## config.mk

```make
export PLATFORM = sky130hd
export DESIGN_NAME = bus_cycle_ctrl
export DESIGN_NICKNAME = d
export VERILOG_FILES = /design/src/rtl/bus_cycle_ctrl.sv
export SDC_FILE = /design/constraint.sdc
export NUM_CORES = 1
export LEC_CHECK = 0
export BUFFER_PORTS_ARGS = -buffer_cell sky130_fd_sc_hd__buf_2
export CORE_AREA = 2 2 39 41
export CTS_CLUSTER_DIAMETER = 100
export DETAILED_ROUTE_END_ITERATION = 12
export DIE_AREA = 0 0 41 43
export PLACE_DENSITY_LB_ADDON = 0.25
export SLEW_MARGIN = 0
export SYNTH_ARGS = -nofsm -noshare
export SYNTH_HDL_FRONTEND = slang
export SYNTH_SLANG_ARGS = --single-unit
```

## constraint.sdc

```tcl
create_clock -name clk -period 3.2 [get_ports clk]
set_input_delay 0.16 -clock clk [delete_from_list [all_inputs] [get_ports clk]]
set_output_delay 0.16 -clock clk [all_outputs]
set_load 0.1 [all_outputs]
```

## src/rtl/bus_cycle_ctrl.sv

```systemverilog
// ---------------------------------------------------------------------------
// bus_cycle_ctrl
//
// Multi-cycle sequencer for the external instruction/data bus. Each
// instruction walks FETCH -> EXEC -> (MEM) -> WB. The PC and register file
// are only strobed in WB, after the active-low bus acknowledges have arrived,
// so memories with wait states stall the core instead of corrupting it.
//
// Parameters
//   TIMEOUT_CYCLES : wait cycles allowed in FETCH or MEM before the abort
//                    (2..255, only used when BUS_TIMEOUT_EN is defined)
//   TO_W           : width of the timeout counter, must hold TIMEOUT_CYCLES
//
// Ports
//   clk        in   system clock, rising edge
//   rst        in   synchronous active-high reset
//   ACKI_n     in   instruction bus acknowledge (active-low, IDT valid)
//   ACKD_n     in   data bus acknowledge (active-low, DDT read data valid)
//   mem_rd     in   decoded instruction is a load
//   mem_wr     in   decoded instruction is a store
//   reg_write  in   decoded instruction writes rd
//   ifetch     out  instruction request, IAD valid
//   ir_load    out  latch IDT into the instruction register (combinational)
//   dreq       out  data request (MREQ)
//   dwrite     out  data write (WRITE)
//   ddt_oe     out  DDT tristate output enable
//   rd_load    out  latch DDT into the load-data register (combinational)
//   rf_we      out  register file write strobe
//   pc_en      out  PC update strobe
//   ill_op     out  one-cycle pulse in WB after an EXEC with load+store set
//   bus_err    out  sticky bus-timeout flag
//   state      out  current state (debug)
//
// Build option
//   BUS_TIMEOUT_EN : when defined, a wait longer than TIMEOUT_CYCLES in FETCH
//                    or MEM parks the sequencer in HALT with bus_err set.
//                    When undefined the block waits forever and bus_err is 0.
// ---------------------------------------------------------------------------
module bus_cycle_ctrl #(
  parameter int TIMEOUT_CYCLES = 16,
  parameter int TO_W           = 8
) (
  input  logic       clk,
  input  logic       rst,
  input  logic       ACKI_n,
  input  logic       ACKD_n,
  input  logic       mem_rd,
  input  logic       mem_wr,
  input  logic       reg_write,
  output logic       ifetch,
  output logic       ir_load,
  output logic       dreq,
  output logic       dwrite,
  output logic       ddt_oe,
  output logic       rd_load,
  output logic       rf_we,
  output logic       pc_en,
  output logic       ill_op,
  output logic       bus_err,
  output logic [2:0] state
);

  typedef enum logic [2:0] {
    ST_FETCH = 3'd0,
    ST_EXEC  = 3'd1,
    ST_MEM   = 3'd2,
    ST_WB    = 3'd3,
    ST_HALT  = 3'd4
  } state_e;

  // Elaboration-time guard on the timeout configuration.
  if (TIMEOUT_CYCLES < 2 || TIMEOUT_CYCLES > 255 ||
      TIMEOUT_CYCLES > (2 ** TO_W) - 1) begin : g_bad_cfg
    $error("bus_cycle_ctrl: TIMEOUT_CYCLES must be 2..255 and fit in TO_W bits");
  end

  state_e state_q, state_d;

  // run_q is low for exactly one cycle after reset: it forces a clean entry
  // into FETCH so the first cycle after reset always shows ifetch=1, no
  // matter what the ack pins were doing while reset was held.
  logic run_q;

  // Decoder controls captured in EXEC and held for MEM/WB.
  logic rd_lat_q, rd_lat_d;
  logic wr_lat_q, wr_lat_d;
  logic we_lat_q, we_lat_d;
  logic ill_d;

  // Registered strobes, decoded from the next state so they line up with
  // the state register.
  logic ifetch_q;
  logic dreq_q;
  logic dwrite_q;
  logic rf_we_q;
  logic pc_en_q;
  logic ill_op_q;

  logic timeout_hit;

`ifdef BUS_TIMEOUT_EN
  logic [TO_W-1:0] to_cnt_q, to_cnt_d;
  logic            bus_err_q;

  // Last permitted wait cycle; an ack in this cycle still wins because the
  // ack checks come first in the next-state logic.
  assign timeout_hit = (to_cnt_q == TO_W'(TIMEOUT_CYCLES - 1));
`else
  assign timeout_hit = 1'b0;
`endif

  // -------------------------------------------------------------------------
  // Next-state and latch logic
  // -------------------------------------------------------------------------
  always_comb begin
    state_d  = state_q;
    rd_lat_d = rd_lat_q;
    wr_lat_d = wr_lat_q;
    we_lat_d = we_lat_q;
    ill_d    = 1'b0;

    if (!run_q) begin
      state_d = ST_FETCH;
    end else begin
      case (state_q)
        ST_FETCH: begin
          if (!ACKI_n) begin
            state_d = ST_EXEC;
          end else if (timeout_hit) begin
            state_d = ST_HALT;
          end
        end

        ST_EXEC: begin
          rd_lat_d = mem_rd;
          wr_lat_d = mem_wr;
          // An illegal load+store must never write the register file.
          we_lat_d = reg_write & ~(mem_rd & mem_wr);
          if (mem_rd && mem_wr) begin
            ill_d   = 1'b1;
            state_d = ST_WB;
          end else if (mem_rd || mem_wr) begin
            state_d = ST_MEM;
          end else begin
            state_d = ST_WB;
          end
        end

        ST_MEM: begin
          if (!ACKD_n) begin
            state_d = ST_WB;
          end else if (timeout_hit) begin
            state_d = ST_HALT;
          end
        end

        ST_WB: begin
          state_d = ST_FETCH;
        end

        ST_HALT: begin
          state_d = ST_HALT;
        end

        default: begin
          state_d = ST_FETCH;
        end
      endcase
    end
  end

`ifdef BUS_TIMEOUT_EN
  // Counter restarts on every state change (covers entry to FETCH and MEM)
  // and counts only while parked waiting for an ack.
  always_comb begin
    to_cnt_d = to_cnt_q;
    if (!run_q || state_d != state_q) begin
      to_cnt_d = '0;
    end else if (state_q == ST_FETCH || state_q == ST_MEM) begin
      to_cnt_d = to_cnt_q + 1'b1;
    end
  end
`endif

  // -------------------------------------------------------------------------
  // State and output registers
  // -------------------------------------------------------------------------
  always_ff @(posedge clk) begin
    if (rst) begin
      state_q  <= ST_FETCH;
      run_q    <= 1'b0;
      rd_lat_q <= 1'b0;
      wr_lat_q <= 1'b0;
      we_lat_q <= 1'b0;
      ifetch_q <= 1'b0;
      dreq_q   <= 1'b0;
      dwrite_q <= 1'b0;
      rf_we_q  <= 1'b0;
      pc_en_q  <= 1'b0;
      ill_op_q <= 1'b0;
    end else begin
      state_q  <= state_d;
      run_q    <= 1'b1;
      rd_lat_q <= rd_lat_d;
      wr_lat_q <= wr_lat_d;
      we_lat_q <= we_lat_d;
      ifetch_q <= (state_d == ST_FETCH);
      dreq_q   <= (state_d == ST_MEM);
      dwrite_q <= (state_d == ST_MEM) && wr_lat_d;
      rf_we_q  <= (state_d == ST_WB) && we_lat_d;
      pc_en_q  <= (state_d == ST_WB);
      ill_op_q <= ill_d;
    end
  end

`ifdef BUS_TIMEOUT_EN
  always_ff @(posedge clk) begin
    if (rst) begin
      to_cnt_q  <= '0;
      bus_err_q <= 1'b0;
    end else begin
      to_cnt_q  <= to_cnt_d;
      // HALT is only left through reset, so this is sticky.
      bus_err_q <= (state_d == ST_HALT);
    end
  end

  assign bus_err = bus_err_q;
`else
  assign bus_err = 1'b0;
`endif

  // -------------------------------------------------------------------------
  // Outputs
  // -------------------------------------------------------------------------
  assign ifetch  = ifetch_q;
  assign dreq    = dreq_q;
  assign dwrite  = dwrite_q;
  assign ddt_oe  = dwrite_q;
  assign rf_we   = rf_we_q;
  assign pc_en   = pc_en_q;
  assign ill_op  = ill_op_q;
  assign state   = state_q;

  // Acks only matter in their own wait state: ifetch_q / dreq_q are high
  // exactly in FETCH / MEM, and both are low throughout reset.
  assign ir_load = ifetch_q & ~ACKI_n;
  assign rd_load = dreq_q & rd_lat_q & ~ACKD_n;

endmodule

```

# Word level (Yosys, flattened, before mapping)
# Cells that the tools add are included.
# classes
n_eq_ne,5
n_mux,12
n_bitwise,10
n_reduce_logical,8
# op_table
cell,count
$pmux W3 S4,1
$eq A3 B2 Y1 const B,3
$mux W3,3
$mux W1,8
$logic_not A3 Y1,2
$and A1 B1 Y1,5
$not A1 Y1,5
$eq A3 B1 Y1 const B,1
$eq A3 B3 Y1 const B,1
$logic_and A1 B1 Y1,3
$reduce_or A3 Y1,1
$reduce_and A2 Y1,1
$logic_or A1 B1 Y1,1
# totals
output_inout_bits,13
inputBits,7
ff_bits,13

# Depth between registers and ports, before layout
# Gate-level depths: netlist of run 1.
# logic_depth
ltp_word,7
depth_mapped,4

# Worst setup path before layout of run 1
# Ideal clock, no wire load.
# synth_path
kind,register to output
from,"register ifetch_q, in the netlist ifetch"
to,output ir_load
arrival_ns,2.375
required_ns,3.040
stages_incl_launch_ff,2
setup_slack_ns,0.665
cell_sequence,dfxtp_1 -> nor2b_1
# synth_between
elab_chain_cells,1
# synth_rtl
element,line_no,source
from (decl),92,logic ifetch_q;
from (signal assigned),207,ifetch_q <= (state_d == ST_FETCH);
$and A1 B1 Y1,247,assign ir_load = ifetch_q & ~ACKI_n;
to (decl),51,"output logic ir_load,"
# No other way between the ends.

# Worst setup path in the final report of run 1
# layout_path
from,"register state_q[0], in the netlist state[0]"
to,output state[0]
# layout_lines
element,line_no,source
from (decl),77,"state_e state_q, state_d;"
from (signal assigned),202,state_q <= state_d;
to (decl),60,output logic [2:0] state
# No word-level cell between the ends.

==> results of run 1 <==
==> report_power, final <==
group / leakage (nW) / switching (mW) / internal (mW)
logic: 0.211 / 0.0435 / 0.0143
registers: 0.106 / 0.00429 / 0.166
clock network: 0.0150 / 0.0481 / 0.0481
total: 0.332 / 0.0959 / 0.228
==> routing by layer <==
metal,vias up,part of all wire
li1,212,-
met1,177,0.48
met2,10,0.45
met3,2,0.045
met4,0,0.018
met5,-,0
==> cell type report <==
| type | count | area share |
|---|---|---|
| Tap cell | 16 | 0.0305 |
| Multi-Input combinational cell | 32 | 0.378 |
| Inverter | 3 | 0.0172 |
| Sequential cell | 13 | 0.397 |
| Clock buffer | 4 | 0.0401 |
| Timing Repair Buffer | 18 | 0.137 |
==> path summary, 6_finish.rpt <==
path / endpoint / slack, ns / cells past startpoint
setup / recovery: state[0] / 1.76 / 1
hold reg to reg: rd_lat_q / 0.50 / 2
setup reg to reg: wr_lat_q / 1.92 / 3
hold / removal: ifetch / 0.15 / 2
==> flip-flops by register name (all words and copies together) (netlist names) <==
name / cells
rd_lat_q: 1
we_lat_q: 1
wr_lat_q: 1
ddt_oe: 1
dreq: 1
pc_en: 1
run_q: 1
ill_op: 1
state: 3
rf_we: 1
ifetch: 1
==> metrics by stage <==
step	area, µm²	utilization	setup WS (ns)	instances	hold slack, ns
after CTS	656	0.474	1.75	86	0.141
after global placement	629	0.455	1.96	82	0.429
after detailed placement	629	0.455	1.92	82	0.426
after floorplan	557	-	0.665	52	0.229
final	656	0.474	1.76	86	0.148
after global routing	656	0.474	1.71	86	0.138
==> kinds of logic after synthesis <==
| group | after synthesis | synth area share |
|---|---|---|
| XOR/XNOR | 2 | 0.0315 |
| AND/OR/NAND/NOR | 20 | 0.252 |
| adder cells (fa/ha/maj) | 1 | 0.0225 |
| AO/OA/AOI/OAI | 4 | 0.0607 |
| other | 1 | 0.00674 |
| multiplexers | 4 | 0.0719 |
| flip-flops | 13 | 0.467 |
| buffers and inverters | 7 | 0.0876 |
==> placed cells by master (no fill, tap or decap), types with 2 or more instances in the layout <==
| master | instances |
|---|---|
| dfxtp_1 | 13 |
| nor3_2 | 2 |
| nand2_1 | 2 |
| nor2_1 | 4 |
| clkbuf_4 | 3 |
| buf_2 | 18 |
| inv_1 | 3 |
| nor3b_1 | 3 |
| nor2b_1 | 3 |
| mux2i_1 | 4 |
| xor2_1 | 2 |
==> out/summary.txt, run 1 <==
========================================================================================================
Library cell contributing the largest single delay on the critical path                          dfxtp_1
Number of buffers inserted by post-CTS setup repair                                                    0
Num CTS Buffers                                                                                        3
Top post-synthesis cells by area                                                            dfxtp_1, mux2i_1, buf_6, nor3b_1, nor3_2
Start point of the worst hold path                                                                   rst
H-Tree Level Count                                                                                     1
Count of final hold-check violations                                                                   0
Largest net degree at the start of global routing                                                     10
Number of buffers added on ports                                                                      18
Post-route clock period utilization                                                                0.449
Remaining global-route overflow                                                                        0
Hold/Removal Path Class                                                                     input pin to register
Static leakage                                                                                  0.332 nW
Instance count of the mapped netlist                                                                  52
Width of the chip                                                                                  41 µm
Cell Chain, Critical Path                                                                          buf_2
Die outline height                                                                                 43 µm
CP endpoint kind                                                                              output pin
Routed Antenna Nets                                                                                    0
Floorplan Core Area                                                                             1380 µm²
Post-CTS Hold Fix Bufs                                                                                 0
Setup Total Neg Slack                                                                               0 ns
Met2 routing resource usage after global routing                                                   0.184
ANT cells                                                                                              0
Average via count per standard cell                                                                 4.66
Top-count cell post-synth                                                                        dfxtp_1
DRT Wirelength                                                                                    931 µm
Part of the Yosys area used for sequential elements                                                0.467
Yosys top cell by area                                                                           dfxtp_1
First-pass GRT wire length                                                                       1.60 mm
Worst EP arrival                                                                                 1.28 ns
Combined area of the multi-input logic cells                                                     248 µm²
Wire per inst                                                                                    10.8 µm
Mean instance size in the synthesized netlist                                                   10.7 µm²
Syn nets                                                                                              60
Number of violations reported at the end of detailed-routing iteration 0                               7
Most heavily used metal layer in global routing                                                     met2
Synthesized area                                                                                 557 µm²
Worst setup path class                                                                      register to output pin
Clock sinks                                                                                           13
Combined global-route utilization of all metal layers                                              0.139
Skew-Pair Late Insertion Delay                                                                   0.26 ns
Antenna violations before repair                                                                       0
Synth top area share                                                                               0.467
Yosys Warn Count                                                                                       0
Number of top-level design ports                                                                      20
Remaining DRCs                                                                                         0
Worst r2r src                                                                                   state[0]
Pins Over Slew Limit                                                                                   0
Fraction of layout instances using a drive strength above 1                                        0.371
Via count of the first global-routing pass                                                           364
Crit Path Max Fanout                                                                                   9
Number of nets in the final layout                                                                    79
Endpoints failing setup                                                                                0
Critical path launch point                                                                      state[0]
Maximum operating frequency                                                                      695 MHz
Post-synth EDFFs                                                                                       0
Maximum cell stage delay along the critical path                                                 0.52 ns
CTS Buffer Depth                                                                                       2
Result of the run                                                                              completed
First-pass DRT Iterations                                                                              3
Synth Register Bits                                                                                   13
DIE AREA                                                                                        1760 µm²
Number of maximum-capacitance violations                                                               0
Kind of start point of the critical path                                                        register
Fraction of synthesis flops using an asynchronous set or reset pin                                     0
Std cell rows                                                                                         14
Final Skew                                                                                    0.00243 ns
Clock tree from TritonCTS                                                                           done
Primary flip-flop cell chosen by synthesis mapping                                               dfxtp_1
Initial cell density of the core                                                                   0.402
GRT met3 Usage                                                                                    0.0471
Fill count                                                                                           139
Largest delay share family, worst path                                                        flip-flops
Overall power after layout                                                                      0.324 mW
RSZ-0062 raised after global routing                                                               false
Buffer cell driving the clock tree root                                                         clkbuf_4
Period minus WS final                                                                            1.44 ns
Buf/Inv on CP                                                                                          1
Post-synth top cells                                                                        dfxtp_1, mux2i_1, nor2_1
Met1 Usage GRT                                                                                     0.178
Area overhead of the layout relative to synthesis                                                  17.8%
Sum of net half-perimeters after detailed placement                                               727 µm
Combined flip-flop and latch cell area                                                           260 µm²
Max IR drop VDD                                                                               0.000225 V
Cts repair resizes                                                                                     0
Post-CTS clock slew at the launch and capture registers of the worst setup and hold paths        0.07 ns
Vias after detailed routing                                                                          401
Data required time of the critical path                                                          3.04 ns
Power per Cell Area                                                                           495 nW/µm²
Synth cell types                                                                                      23
Gp weighted congestion                                                                             0.756
========================================================================================================
(Power assumes the default switching activity.)
==> run 2, diff against run 1 <==
--- a/config.mk
+++ b/config.mk
@@ -5,11 +5,12 @@
 export SDC_FILE = /design/constraint.sdc
 export NUM_CORES = 1
 export LEC_CHECK = 0
+export ABC_AREA = 1
 export BUFFER_PORTS_ARGS = -buffer_cell sky130_fd_sc_hd__buf_2
-export CORE_AREA = 2 2 39 41
+export CORE_MARGIN = 2
+export CORE_UTILIZATION = 40
 export CTS_CLUSTER_DIAMETER = 100
 export DETAILED_ROUTE_END_ITERATION = 12
-export DIE_AREA = 0 0 41 43
 export PLACE_DENSITY_LB_ADDON = 0.25
 export SLEW_MARGIN = 0
 export SYNTH_ARGS = -nofsm -noshare
==> constraint.sdc (replaced) <==
create_clock -name clk -period 1.2 [get_ports clk]
set_input_delay 0.06 -clock clk [delete_from_list [all_inputs] [get_ports clk]]
set_output_delay 0.06 -clock clk [all_outputs]
set_load 0.1 [all_outputs]
==> run 2 against run 1 <==
  * Hold slack worse by 0.11 ns
  * Final cell count grew 22%
  * Design area increased by 7.8%
  * Synthesized area shrank 5.8%
  * Register-to-register slack worse by 1.8 ns
  * Count of clock-buffer cells in the layout did not move
  * Synthesized cell count rose by 35%
  * Critical path type unchanged
  * Largest power group unchanged
  * Highest routed layer unchanged
==> out/summary.txt, run 2 <==
========================================================================================================
Sw Pwr                                                                                          0.276 mW
Endpoints failing setup                                                                                0
Routed Antenna Nets                                                                                    0
Result of the run                                                                              completed
Worst setup path class                                                                      register to output pin
Total placed cells including tap cells                                                               101
Combined area of the multi-input logic cells                                                     211 µm²
Synth top area share                                                                               0.496
ANT cells                                                                                              0
Synth Register Bits                                                                                   13
First-pass GRT wire length                                                                       1.55 mm
Met2 routing resource usage after global routing                                                   0.234
Setup Total Neg Slack                                                                               0 ns
Top-count cell post-synth                                                                          inv_1
Number of buffers added on ports                                                                      18
Number of buffers inserted by post-CTS setup repair                                                    0
Fill count                                                                                           128
Yosys top cell by area                                                                           dfxtp_1
Number of maximum-capacitance violations                                                               0
Synth cell types                                                                                      16
Pins Over Slew Limit                                                                                   0
Worst EP arrival                                                                                 1.06 ns
DRT Wirelength                                                                                    971 µm
Yosys Warn Count                                                                                       0
Floorplan Core Area                                                                             1270 µm²
Simple-gate share of the synthesized area                                                          0.313
Part of the Yosys area used for sequential elements                                                0.496
Num CTS Buffers                                                                                        3
Std cell rows                                                                                         13
Power per Cell Area                                                                          1250 nW/µm²
Die outline height                                                                               40.2 µm
Hold/Removal Path Class                                                                     input pin to register
Remaining DRCs                                                                                         0
Part of the power in registers                                                                     0.506
CP endpoint kind                                                                              output pin
H-Tree Level Count                                                                                     1
Top post-synthesis cells by area                                                            dfxtp_1, inv_1, nor2_1, nand2_1, nand3_1
Max IR drop VDD                                                                               0.000798 V
Number of top-level design ports                                                                      20
Data required time of the critical path                                                          1.14 ns
Maximum operating frequency                                                                      891 MHz
Internal Pwr Total                                                                              0.609 mW
Antenna violations before repair                                                                       0
Mean instance size in the synthesized netlist                                                   7.49 µm²
Largest delay share family, worst path                                                      buffers and inverters
Width of the chip                                                                                40.2 µm
DIE AREA                                                                                        1620 µm²
Combinational family with the most area after synthesis                                     simple AND/OR/NAND/NOR gates
CTS Buffer Depth                                                                                       2
Combined flip-flop and latch cell area                                                           278 µm²
Library cell contributing the largest single delay on the critical path                            buf_2
Most heavily used metal layer in global routing                                                     met2
Switching part of the total power                                                                  0.312
Most common library cell in the layout ignoring fill and taps                                      buf_2
Post-synth top cells                                                                        inv_1, dfxtp_1, nor2_1, nand2_1, nand3_1
Cts repair resizes                                                                                     0
Kind of start point of the critical path                                                        register
Commonest non-fill, non-tap cells in the layout                                             buf_2, inv_1, nand2_1, nor2_1, dfxtp_1
Instance count of the mapped netlist                                                                  70
Wire per inst                                                                                    9.25 µm
Post-synth EDFFs                                                                                       0
Buf/Inv on CP                                                                                          1
Combined global-route utilization of all metal layers                                              0.151
Synthesized area                                                                                 524 µm²
Synth Area in XOR/XNOR                                                                                 0
Remaining global-route overflow                                                                        0
Fraction of layout instances using a drive strength above 1                                        0.378
Number of violations reported at the end of detailed-routing iteration 0                               4
Overall power after layout                                                                      0.885 mW
Clock tree from TritonCTS                                                                           done
Maximum cell stage delay along the critical path                                                 0.42 ns
Static leakage                                                                                  0.384 nW
Via count of the first global-routing pass                                                           394
Vias after detailed routing                                                                          486
Post-synthesis mux area share                                                                          0
Final non-filler cell total                                                                          105
Share of total power in the clock network                                                          0.299
Area overhead of the layout relative to synthesis                                                  34.8%
Crit Path Max Fanout                                                                                   4
Syn nets                                                                                              78
Share of the core filled with cells in the final layout                                            0.557
First-pass DRT Iterations                                                                              2
Post-route clock period utilization                                                                0.935
Complex-gate fraction of the synthesized area                                                     0.0310
Post-CTS Hold Fix Bufs                                                                                 0
Cell Chain, Critical Path                                                                          buf_2
Final Skew                                                                                   0.000902 ns
Adder-cell share of the synthesized area                                                          0.0239
Met1 Usage GRT                                                                                     0.187
Fraction of synthesis flops using an asynchronous set or reset pin                                     0
Gp weighted congestion                                                                             0.754
Number of nets in the final layout                                                                    99
Part of the total power dissipated in combinational logic                                          0.195
Sum of net half-perimeters after detailed placement                                               801 µm
Count of final hold-check violations                                                                   0
Max FFs per register                                                                                   3
RSZ-0062 raised after global routing                                                               false
Average via count per standard cell                                                                 4.63
Clock sinks                                                                                           13
Post-CTS clock slew at the launch and capture registers of the worst setup and hold paths        0.07 ns
Initial cell density of the core                                                                   0.413
Largest net degree at the start of global routing                                                      8
Buffer cell driving the clock tree root                                                         clkbuf_4
Primary flip-flop cell chosen by synthesis mapping                                               dfxtp_1
GRT met3 Usage                                                                                    0.0333
Period minus WS final                                                                            1.12 ns
Skew-Pair Late Insertion Delay                                                                   0.27 ns
========================================================================================================
[run 2: cell families after synthesis]
logic type / count (synthesis)
simple gates: 36
other cells: 1
compound gates: 3
flops: 13
buf+inv: 16
fa+ha+maj: 1
[run 2: through the flow]
step	setup slack (ns)	hold WS, ns	area [µm²]
after floorplan	-0.163	0.119	557
after CTS	0.0728	0.0363	707
after global placement	0.185	0.320	681
after global routing	0.00567	0.0570	707
final	0.0781	0.0384	707
after detailed placement	0.161	0.322	681
[run 2: cell type report]
type	count	area share
Sequential cell	13	0.393
Multi-Input combinational cell	41	0.299
Timing Repair Buffer	18	0.170
Inverter	14	0.0743
Clock buffer	4	0.0372
Tap cell	15	0.0265
[run 2: power groups by stage]
stage / logic, mW / registers [mW] / clock network, mW
final: 0.172 / 0.448 / 0.265
after global routing: 0.186 / 0.451 / 0.287
after CTS: 0.173 / 0.448 / 0.265
after detailed placement: 0.173 / 0.458 / 0
after global placement: 0.171 / 0.458 / 0
after floorplan: 0.0781 / 0.513 / 0
[run 2: routing by layer]
metal  share of wire  vias up
li1                -      250
met1            0.44      218
met2            0.46       14
met3           0.070        4
met4           0.026        0
met5               0        -
[run 2: path summary, 6_finish.rpt]
| check | end | from | cells after the start | slack (ns) |
|---|---|---|---|---|
| setup / recovery | state[2] | state[2] | 1 | 0.08 |
| setup reg to reg | ddt_oe | state[1] | 6 | 0.15 |
| hold / removal | state[1] | rst | 2 | 0.04 |
| hold reg to reg | rd_lat_q | rd_lat_q | 2 | 0.50 |
==> run 3, diff against run 2 <==
--- a/config.mk
+++ b/config.mk
@@ -5,11 +5,11 @@
 export SDC_FILE = /design/constraint.sdc
 export NUM_CORES = 1
 export LEC_CHECK = 0
-export ABC_AREA = 1
+export ABC_AREA = 0
 export BUFFER_PORTS_ARGS = -buffer_cell sky130_fd_sc_hd__buf_2
 export CORE_MARGIN = 2
-export CORE_UTILIZATION = 40
-export CTS_CLUSTER_DIAMETER = 100
+export CORE_UTILIZATION = 41
+export CTS_CLUSTER_DIAMETER = 200
 export DETAILED_ROUTE_END_ITERATION = 12
 export PLACE_DENSITY_LB_ADDON = 0.25
 export SLEW_MARGIN = 0
==> run 3 against run 2 <==
  * Utilization is 2.2 points higher
  * Sequential power is 0.9% higher
  * Sequential share of layout area is 2.3 points lower
  * Register-to-register slack worse by 0.11 ns
  * Routed wire length is 8.3% higher
  * Via count is 15% lower
  * Flip-flop and latch count stayed put
  * Die area is 3.3% higher
  * Clock skew is 0.0013 ns higher
  * First-iteration DRC count grew to 4.0 times the previous value
  * Critical path type is now register to register
  * Largest power group unchanged
==> out/summary.txt, run 3 (synthesis results as in run 1) <==
========================================================================================================
Result of the run                                                                              completed
DIE AREA                                                                                        1670 µm²
Largest net degree at the start of global routing                                                     10
Number of violations reported at the end of detailed-routing iteration 0                              16
Std cell rows                                                                                         13
Cell depth of the worst hold path                                                                      2
First-pass DRT Iterations                                                                              4
Skew-Pair Late Insertion Delay                                                                   0.27 ns
Final Skew                                                                                    0.00216 ns
Crit Path Max Fanout                                                                                   6
CP endpoint kind                                                                                register
Post-CTS clock slew at the launch and capture registers of the worst setup and hold paths        0.08 ns
Maximum operating frequency                                                                      860 MHz
Buffer cell driving the clock tree root                                                         clkbuf_4
Post-route clock period utilization                                                                0.969
Gp weighted congestion                                                                             0.744
Switching part of the total power                                                                  0.309
Maximum cell stage delay along the critical path                                                 0.38 ns
Static leakage                                                                                  0.356 nW
Cell Chain, Critical Path                                                                   and4bb_4 -> mux2i_2 -> nor2_1
Met1 Usage GRT                                                                                     0.199
Library cell contributing the largest single delay on the critical path                         and4bb_4
Antenna violations before repair                                                                       0
Hold/Removal Path Class                                                                     input pin to register
Pins Over Slew Limit                                                                                   0
First-pass GRT wire length                                                                       1.68 mm
Commonest non-fill, non-tap cells in the layout                                             buf_2, dfxtp_1, nor2_1
Part of the total power dissipated in combinational logic                                          0.198
Number of maximum-capacitance violations                                                               0
Total placed cells including tap cells                                                                81
Area overhead of the layout relative to synthesis                                                  33.7%
Number of top-level design ports                                                                      20
Period minus WS final                                                                            1.16 ns
Combined global-route utilization of all metal layers                                              0.160
Die outline height                                                                               40.9 µm
Count of final hold-check violations                                                                   0
Fill count                                                                                           116
CTS Buffer Depth                                                                                       2
H-Tree Level Count                                                                                     1
Vias after detailed routing                                                                          412
Initial cell density of the core                                                                   0.433
Via count of the first global-routing pass                                                           381
DRT Wirelength                                                                                   1.05 mm
Final non-filler cell total                                                                           86
ANT cells                                                                                              0
Number of buffers added on ports                                                                      18
Wire per inst                                                                                    12.2 µm
Worst setup path class                                                                      register to register
Clock tree from TritonCTS                                                                           done
Most heavily used metal layer in global routing                                                     met2
Most common library cell in the layout ignoring fill and taps                                      buf_2
Sw Pwr                                                                                          0.276 mW
RSZ-0062 raised after global routing                                                                true
Share of total power in the clock network                                                          0.296
Max FFs per register                                                                                   3
Routed Antenna Nets                                                                                    0
Power per Cell Area                                                                          1200 nW/µm²
Clock sinks                                                                                           13
Worst-case setup margin in the final layout                                                    0.0373 ns
Kind of start point of the critical path                                                        register
Share of the core filled with cells in the final layout                                            0.579
Sum of net half-perimeters after detailed placement                                               794 µm
Endpoints failing setup                                                                                0
Met2 routing resource usage after global routing                                                   0.238
Width of the chip                                                                                40.9 µm
Floorplan Core Area                                                                             1280 µm²
GRT met3 Usage                                                                                    0.0489
Internal Pwr Total                                                                              0.617 mW
Max IR drop VDD                                                                               0.000634 V
Data required time of the critical path                                                          1.37 ns
Pre-CTS WS                                                                                     0.0443 ns
Worst EP arrival                                                                                 1.33 ns
Overall power after layout                                                                      0.893 mW
Cell count of the worst reg-to-reg path                                                                3
Number of nets in the final layout                                                                    80
Remaining DRCs                                                                                         0
Average via count per standard cell                                                                 4.79
Setup Total Neg Slack                                                                               0 ns
Part of the power in registers                                                                     0.506
Num CTS Buffers                                                                                        3
Remaining global-route overflow                                                                        0
Fraction of layout instances using a drive strength above 1                                        0.549
========================================================================================================
[run 3: worst max-delay path, delay by kind of cell (launching register included)]
family	cells	cell delay [ns]
and+or+nand+nor	2	0.44
DFF	1	0.36
muxes	1	0.26
[run 3: power groups by stage]
stage / combinational [mW] / clock, mW / sequential [mW]
floorplan: 0.0857 / 0 / 0.510
global placement: 0.173 / 0 / 0.462
detailed placement: 0.173 / 0 / 0.463
CTS: 0.174 / 0.273 / 0.453
global route: 0.186 / 0.290 / 0.454
finish: 0.177 / 0.264 / 0.452
[run 3: area by class of cell]
cell class	instances	area [µm²]	share of cell area
clock buffers	3	22.5	0.0303
clock inverters	1	5.00	0.00672
inverters	3	11.3	0.0151
multi-input cells	32	272	0.365
flip-flops and latches	13	275	0.370
well taps	15	18.8	0.0252
repair buffers	19	140	0.188
[run 3: timing repair]
action,CTS,global route
hold buffers,0,0
gates resized for setup,0,2
buffers inserted,0,1
endpoints found under the setup margin,0,4
[run 3: path summary, 6_finish.rpt]
| kind | start | endpoint | slack [ns] |
|---|---|---|---|
| min | rst | ifetch | 0.04 |
| max reg2reg | state[1] | wr_lat_q | 0.04 |
| min reg2reg | we_lat_q | we_lat_q | 0.51 |
| max | state[1] | wr_lat_q | 0.04 |
[run 3: metrics by stage]
step           cell area (µm²)  hold slack [ns]
2_1_floorplan              587            0.122
3_3_place_gp               703            0.314
3_5_place_dp               703            0.313
4_1_cts                    731           0.0300
5_1_grt                    744           0.0450
6_report                   744           0.0387
[run 3: layer usage]
metal,part of all wire,wire length (µm),vias up
li1,-,-,211
met1,0.44,458,186
met2,0.49,516,15
met3,0.073,77,0
met4,0,0,0
met5,0,0,-
